### src/rtl/crc_stream_engine.sv
// crc_stream_engine: streaming CRC-16 over DATA_W-bit beats with keep mask, abort and registered result.
// Define CRC_REFLECT_EN for reflected input bytes and reflected result.
module crc_stream_engine #(
  parameter int DATA_W = 8,
  parameter logic [15:0] POLY = 16'h1021,
  parameter logic [15:0] INIT = 16'hFFFF,
  parameter logic [15:0] XOROUT = 16'h0000
) (
  input  logic clk,
  input  logic rst,
  input  logic in_valid,
  output logic in_ready,
  input  logic [DATA_W-1:0] in_data,
  input  logic [DATA_W/8-1:0] in_keep,
  input  logic in_last,
  input  logic in_abort,
  output logic out_valid,
  input  logic out_ready,
  output logic [15:0] out_crc,
  output logic busy
);
  localparam int NB = DATA_W / 8;
  localparam logic [1:0] IDLE = 2'd0, ACCUM = 2'd1, DONE = 2'd2;
  logic [1:0] state;
  logic [15:0] crc, acc, fin;
  logic abort, take;
`ifdef CRC_REFLECT_EN
  function automatic logic [7:0] rin(input logic [7:0] b);
    return {<<{b}};
  endfunction
  function automatic logic [15:0] rout(input logic [15:0] c);
    return {<<{c}};
  endfunction
`else
  function automatic logic [7:0] rin(input logic [7:0] b);
    return b;
  endfunction
  function automatic logic [15:0] rout(input logic [15:0] c);
    return c;
  endfunction
`endif
  function automatic logic [15:0] fold(input logic [15:0] c0, input logic [7:0] b);
    logic [15:0] c;
    c = c0;
    for (int k = 7; k >= 0; k--) c = {c[14:0], 1'b0} ^ ((c[15] ^ b[k]) ? POLY : 16'h0000);
    return c;
  endfunction
  assign in_ready = !rst && state != DONE;
  assign busy = state != IDLE;
  assign abort = in_abort && state == ACCUM;
  assign take = in_valid && in_ready && !abort;
  // Keep is contiguous from the MSB byte, so each byte is gated by its own keep bit on the last beat.
  always_comb begin
    acc = (state == IDLE) ? INIT : crc;
    for (int i = 0; i < NB; i++)
      if (!in_last || in_keep[NB-1-i]) acc = fold(acc, rin(in_data[DATA_W-1-8*i -: 8]));
    fin = rout(acc) ^ XOROUT;
  end
  always_ff @(posedge clk) begin
    if (rst) begin
      state <= IDLE;
      crc <= INIT;
      out_valid <= 1'b0;
      out_crc <= 16'h0000;
    end else if (abort) begin
      state <= IDLE;
      crc <= INIT;
    end else if (take) begin
      crc <= acc;
      state <= in_last ? DONE : ACCUM;
      if (in_last) begin
        out_valid <= 1'b1;
        out_crc <= fin;
      end
    end else if (state == DONE && out_ready) begin
      state <= IDLE;
      out_valid <= 1'b0;
    end
  end
endmodule
### config.mk
export PLATFORM = sky130hd
export DESIGN_NAME = crc_stream_engine
export DESIGN_NICKNAME = d
export VERILOG_FILES = /design/src/rtl/crc_stream_engine.sv
export SDC_FILE = /design/constraint.sdc
export NUM_CORES = 1
export LEC_CHECK = 0
export CAP_MARGIN = 25
export CORE_ASPECT_RATIO = 2
export CORE_MARGIN = 3
export CORE_UTILIZATION = 40
export DETAILED_ROUTE_END_ITERATION = 10
export GPL_TIMING_DRIVEN = 1
export PLACE_DENSITY = 0.66
export SLEW_MARGIN = 20
export SYNTH_ARGS = -nofsm -noshare
export SYNTH_HDL_FRONTEND = slang
export SYNTH_SLANG_ARGS = --single-unit
export TNS_END_PERCENT = 20
### constraint.sdc
create_clock -name clk -period 1.5 [get_ports clk]
set_input_delay 0.3 -clock clk [delete_from_list [all_inputs] [get_ports clk]]
set_output_delay 0.3 -clock clk [all_outputs]
set_load 0.1 [all_outputs]
**Yosys cells after proc, flatten, opt, wreduce, memory -nomap -nowiden**

Index checks and enable logic that the tools add are counted.

- Output and inout bits: 19
- Bits of input ports: 15
- Bits in registers: 35

- Equality and inequality tests: 4
- Reduce and logical (&&, ||, !) cells: 15
- Bitwise operators: 17
- Mux-type cells: 16

Operators by type and width:

| kind | number |
|---|---|
| 16-bit by 13-bit bitwise XOR with 16-bit output | 8 |
| 13-bit two-way mux | 8 |
| 16-bit two-way mux | 2 |
| 1-bit bitwise XOR | 8 |
| 2-bit two-way mux | 3 |
| 3-bit AND reduction | 2 |
| 1-bit logical AND | 5 |
| 2-bit inequality test, second input constant | 2 |
| 2-bit nonzero test | 2 |
| 1-bit zero test | 3 |
| 1-bit two-way mux | 3 |
| 2-bit by 1-bit == test with 1-bit output, second input constant | 1 |
| 2-bit == test, second input constant | 1 |
| 2-bit zero test | 1 |
| 2-bit OR reduction | 1 |
| 1-bit logical OR | 1 |
| 1-bit inverter | 1 |

**Longest topological paths before layout**

- Depth in word-level cells: 27
- Mapped depth: 8
- Gate-level depth less buffers: 7

**Worst setup path before layout**

No wires, ideal clock.

- Kind: input to output
- From: input rst
- To: output in_ready
- Path slack: -0.560 ns
- Data required time: 1.200 ns
- Arrival time: 1.760 ns
- Stages on the path: 2
- Buffers on the path: 1
- Path through: clkbuf_1 nor2_1

- Word-level cells in the longest chain between the ends: 2

RTL lines:

| what | line | RTL |
|---|---|---|
| from (decl) | 10 | `input logic rst,` |
| 1-bit zero test | 48 | `assign in_ready = !rst && state != DONE;` |
| 1-bit logical AND | 48 |  |
| to (decl) | 12 | `output logic in_ready,` |

No other way between the ends.

**Final worst setup path**

- From: input in_abort
- To: register out_crc[14]

- Word-level cells in the longest chain between the ends: 4
- Elaborated cells on any way between the ends: 5

RTL lines:

| what | line | RTL |
|---|---|---|
| from (decl) | 16 | `input logic in_abort,` |
| 1-bit logical AND (*) | 50 | `assign abort = in_abort && state == ACCUM;` |
| 1-bit zero test | 51 | `assign take = in_valid && in_ready && !abort;` |
| 1-bit logical AND | 51 |  |
| 3-bit AND reduction (no source line) (*) | - |  |
| to (signal assigned) | 73 | `out_crc <= fin;` |
| to (decl) | 19 | `output logic [15:0] out_crc,` |

Every way passes the cells marked *; elsewhere a longest branch is shown, timed or not.
A chain may end at the register's enable or synchronous reset.

==> out/results.ini <==
[logic_synthesis]
ys_warn_count = 0
synth_area_leaders = dfxtp_1 (36%), xnor2_1 (8.7%), nand2_1 (6.4%)
synth_top_area_share_pct = 36.4
synth-seq-cells = 35
ys.flop_type = dfxtp_1
synthCells = 237
synth_nets = 252
synth_largest_area_cell = dfxtp_1
synth-edff-count = 0
synth_common_cells = dfxtp_1 (35), nand2_1 (33), nor2_1 (24), a21oi_1 (21), xnor2_1 (19)
synth_area_sq_um = 1920
synth.most_common_cell = dfxtp_1
synth_area_per_cell_sq_um = 8.11
yosysSeqAreaShare_pct = 36.4
ys_types = 43
synthArstFlopShare_pct = 0

[sta]
fin_crit_sh_pct = 105
fin_worst_skew_ns = 0.00301
maxSlewViolCount = 0
rsz0062_at_grt = true
hold-worst-slack_ns = 0.489
hold_viol_final = 0
setup_viol = 20
setup_slack_ns = -0.0763
fmax_ghz = 0.634
slew_headroom_pct = 76.7
fin_crit_ns = 1.58
worstMarginPinSlew_ns = 0.344

[floorplan]
start_util_pct = 41.4
die_h_microns = 104
io_pins = 34
core_sq_um = 4640
die_width_microns = 55.0
rows = 35
dieArea_sq_um = 5730

[clocking]
cts_tree = yes
cts-buffers-inserted = 5
cts_root_buf = clkbuf_8
clk_pin_slew_worst_paths_ns = 0.07
cts_hold_buf = 0
clockBufferDepth = 2
cts_max_level = 2
clk_latency_ns = 0.28
clkSinkCount = 35

[placed_design]
dpl.hpwl_mm = 4.48
place_inst = 358
io_buffers = 33
gp_congestion = 0.888

[critical_path]
crit_fanout = 5
arrival_ns = 1.76
crit_chain = clkdlybuf4s50_1, and3b_1, or2_4, nor2_4, nand2_4, and3_1, a31o_1
cp.required_ns = 1.68
critPathSlowestCell = clkdlybuf4s50_1
endpoint_kind = flip-flop
cpPeakStageDelay_ns = 0.39
crit_type = input port to flip-flop
worstSetupStartpointType = input port

[route]
drtIter0Drc = 46
vias = 2009
postRouteAntennaNets = 0
wl_mm = 6.02
drt-vias-per-instance = 5.44
drt_pre_antenna_iters = 4
drc_errors = 0
wire_per_inst_microns = 16.3

[global_routing]
top_usage_layer = met2
grtUsageTotal_pct = 22.9
grt_overflow = 0
antenna_found_initial = 0
grt_pass1_wl_mm = 9.54
grt_pass1_vias = 2012
met3_usage_pct = 4.16
grt_max_degree = 17
use_met1_pct = 21.8
grt_use_met2_pct = 41.2

[status]
status = finished, violations left
violations = setup timing

[cells_and_area]
syn_to_final_growth_pct = 62.8
fin_nets = 328
diodes = 0
stdcell_count = 369
final_layout_size_suffix_gt1_share_pct = 38.2

[run]
maxCapViolations = 0

[hold_path]
hp-class = flip-flop to flip-flop

[power]
p_per_area_nw_per_um2 = 830
p_leak_nw = 1.25
vdd.ir_drop.worst_uv = 717

[stage by stage]
stage	cell area [sq um]	worst slack (ns)	util [%]	TNS [ns]	total power, mW
after global routing	3130	-0.156	67.4	-2.60	2.70
after CTS	2990	-0.0667	64.4	-0.531	2.56
after global placement	2820	-0.612	60.8	-12.87	1.85
final	3130	-0.0763	67.4	-0.680	2.60
after floorplan	1950	-0.0486	-	-0.159	1.50
after detailed placement	2820	-0.582	60.8	-12.83	1.86
[worst max-delay path: cells and delay by family]
family | cells | cell delay, ns
simple gates | 5 | 0.89
compound gates | 1 | 0.17
buf+inv | 1 | 0.39
[sequential cells by signal, summed over array words and instances (netlist names)]
register   flops
crc           16
out_crc       16
out_valid      1
state          2
[where the power goes]
part / switching [mW] / leakage (nW) / total [mW] / internal (mW)
Combinational: 0.485 / 0.922 / 0.905 / 0.420
Clock: 0.346 / 0.0422 / 0.672 / 0.326
Sequential: 0.0487 / 0.287 / 1.02 / 0.973
[cells by family (layout without fill, tap and decap cells)]
kind of cell           count (synthesis)  after routing  synth area share, %
flip-flops                            35             35                 36.4
XOR/XNOR                              31             31                 17.0
AND/OR/NAND/NOR                       90             90                 21.9
buffers and inverters                 17             94                 4.55
AO/OA/AOI/OAI                         64             64                 20.2
[per-layer routing]
metal / routed length [microns] / up-vias
met5: 0 / -
met4: 283 / 0
met3: 181 / 20
met2: 3420 / 52
met1: 2130 / 965
li1: - / 972
[what timing repair did]
item,4_1_cts,5_1_grt
endpoints found under the hold margin,0,0
gates resized for setup,25,31
buffers inserted,3,1
endpoints found under the setup margin,35,35
pin swaps,10,14
[placed cells by master (no fill, tap or decap), types with 7 or more instances in the layout]
cell type and instances:
buf_4 41, dfxtp_1 33, nand2_1 30, nor2_1 20, buf_12 20, a21oi_1 16, xnor2_1 12, o21ai_1 11
nand3_1 9, clkdlybuf4s50_1 9, xnor2_2 8, buf_6 8, xor2_1 7
[path summary, 6_finish.rpt]
| kind | slack [ns] | depth (start not counted) | from | to |
|---|---|---|---|---|
| setup / recovery | -0.08 | 7 | in_abort | out_crc[14] |
| hold / removal | 0.49 | 2 | crc[7] | crc[7] |
| setup reg to reg | -0.07 | 6 | state[1] | out_crc[14] |
| hold reg to reg | 0.49 | 2 | crc[7] | crc[7] |
[area by class of cell]
| type | instances | area, sq um |
|---|---|---|
| Clock buffer | 7 | 76.3 |
| Fill cell | 382 | 1510 |
| Clock inverter | 1 | 5.00 |
| Tap cell | 55 | 68.8 |
| Sequential cell | 35 | 706 |
| Multi-Input combinational cell | 185 | 1320 |
| Timing Repair Buffer | 83 | 940 |
| Inverter | 3 | 13.8 |
No activity file was read; power rests on OpenSTA's default activity.
==> RTL edit, RTL diff (same settings) <==
Make the reset (`rst`) asynchronous in one clocked block.
--- a/src/rtl/crc_stream_engine.sv
+++ b/src/rtl/crc_stream_engine.sv
@@ -56,7 +56,7 @@
       if (!in_last || in_keep[NB-1-i]) acc = fold(acc, rin(in_data[DATA_W-1-8*i -: 8]));
     fin = rout(acc) ^ XOROUT;
   end
-  always_ff @(posedge clk) begin
+  always_ff @(posedge clk or posedge rst) begin
     if (rst) begin
       state <= IDLE;
       crc <= INIT;
Function: differs if rst is asserted again (counterexample within 4 cycles, from zero or initial values and one cycle with rst high); with rst held inactive, the same outputs for 4 cycles.
==> RTL edit against the original RTL <==
- wire length is essentially flat
- global-route usage decreased by 4.3 points
- non-clock buffer count is 10 higher
- utilization rose by 3.7 points
- first-iteration DRC count rose by 57%
- final area is 7.5% higher
- critical path depth is 2 lower
- setup slack worse by 0.047 ns
- sequential cell count unchanged
- area after synthesis increased by 4.5%
- clock skew is 0.00052 ns higher
- the run still ends with negative setup slack left
Power is left out: it rests on default switching activity, and per cell area and clock period it moved more than threefold.
==> RTL edit: results <==
[placement]
placement.setup.worst_slack_ns = -0.3497
place_hpwl_mm = 4.039
place_inst = 333
gp_congestion = 0.8073
placed_cell_area_mm2 = 0.002922

[detailed_routing]
routed_wire_length_per_instance_um = 17.00
drt-initial-drc-count = 72
avgViaCountPerCell = 5.395
finalWirelength_mm = 6.019

[sta]
setup_slack_ns = -0.1232
setup_total_negative_slack_ns = -1.144
setup-violations-final = 21
holdWs_ns = 0.5414
relSlewSlack = 0.7664
timing.clock.skew_ns = 0.003528

[finish]
sequential_cell_area_um2 = 898.4
fill_cells = 320
nets = 313
num_antenna_cells = 0

[outcome]
outcome = finished, violations left
violations = negative setup slack

[setup_path]
critPathSlowestCell = sky130_fd_sc_hd__dfrtp_2
largest_delay_share_family_worst_path = buffers and inverters
r2r_end = out_crc[8]
cp-endpoint = busy
timing.reg2reg.worst_path_depth = 7
startpoint = state[1]
worstPathArrival_ns = 1.32
crit_fanout = 8

[clock_tree]
postCtsResizedCells = 15
clkSlewWorstSetupHoldPaths_ns = 0.07

[hold_path]
hold-path-endpoint = out_crc[11]

[yosys]
yosys.area_share.xor_xnor = 0.1239
synth_sequential_area_ratio = 0.4458
synth_area_per_cell_um2 = 9.614
synth_commonest_cells = sky130_fd_sc_hd__nor2_1, sky130_fd_sc_hd__nand2_1, sky130_fd_sc_hd__xnor2_1
unique_masters_post_synth = 39
synthMuxAreaShare = 0.02491
synth_area_leaders = sky130_fd_sc_hd__dfrtp_1, sky130_fd_sc_hd__dfstp_2, sky130_fd_sc_hd__xnor2_1
synth-compound-area-share = 0.2142

[global_routing]
grt_start_max_net_pins = 36
grt_pass1_wl_mm = 8.714
first_global_vias = 1861
==> RTL edit: changes by cell type after synthesis, moves of 8 or more <==
| cell | change |
|---|---|
| sky130_fd_sc_hd__a21oi_1 | -15 |
| sky130_fd_sc_hd__dfrtp_1 | +19 |
| sky130_fd_sc_hd__dfstp_2 | +16 |
| sky130_fd_sc_hd__dfxtp_1 | -35 |
| sky130_fd_sc_hd__nand2_1 | -12 |
| sky130_fd_sc_hd__nand3_1 | -8 |
| sky130_fd_sc_hd__o22a_1 | +13 |
==> RTL edit: metal layers <==
metal	track usage	wire [µm]	vias to the layer above
li1	-	-	897
met4	0.07810	335	0
met2	0.3509	3327	60
met5	0	0	-
met1	0.1957	2096	929
met3	0.03038	259	24
==> RTL edit: layout make-up <==
cell class	count	share of cell area
Multi-Input combinational cell	157	0.3632
Timing Repair Buffer	93	0.3063
Sequential cell	35	0.2669
Clock buffer	6	0.02454
Tap cell	55	0.02045
Clock inverter	2	0.01041
Inverter	6	0.008178
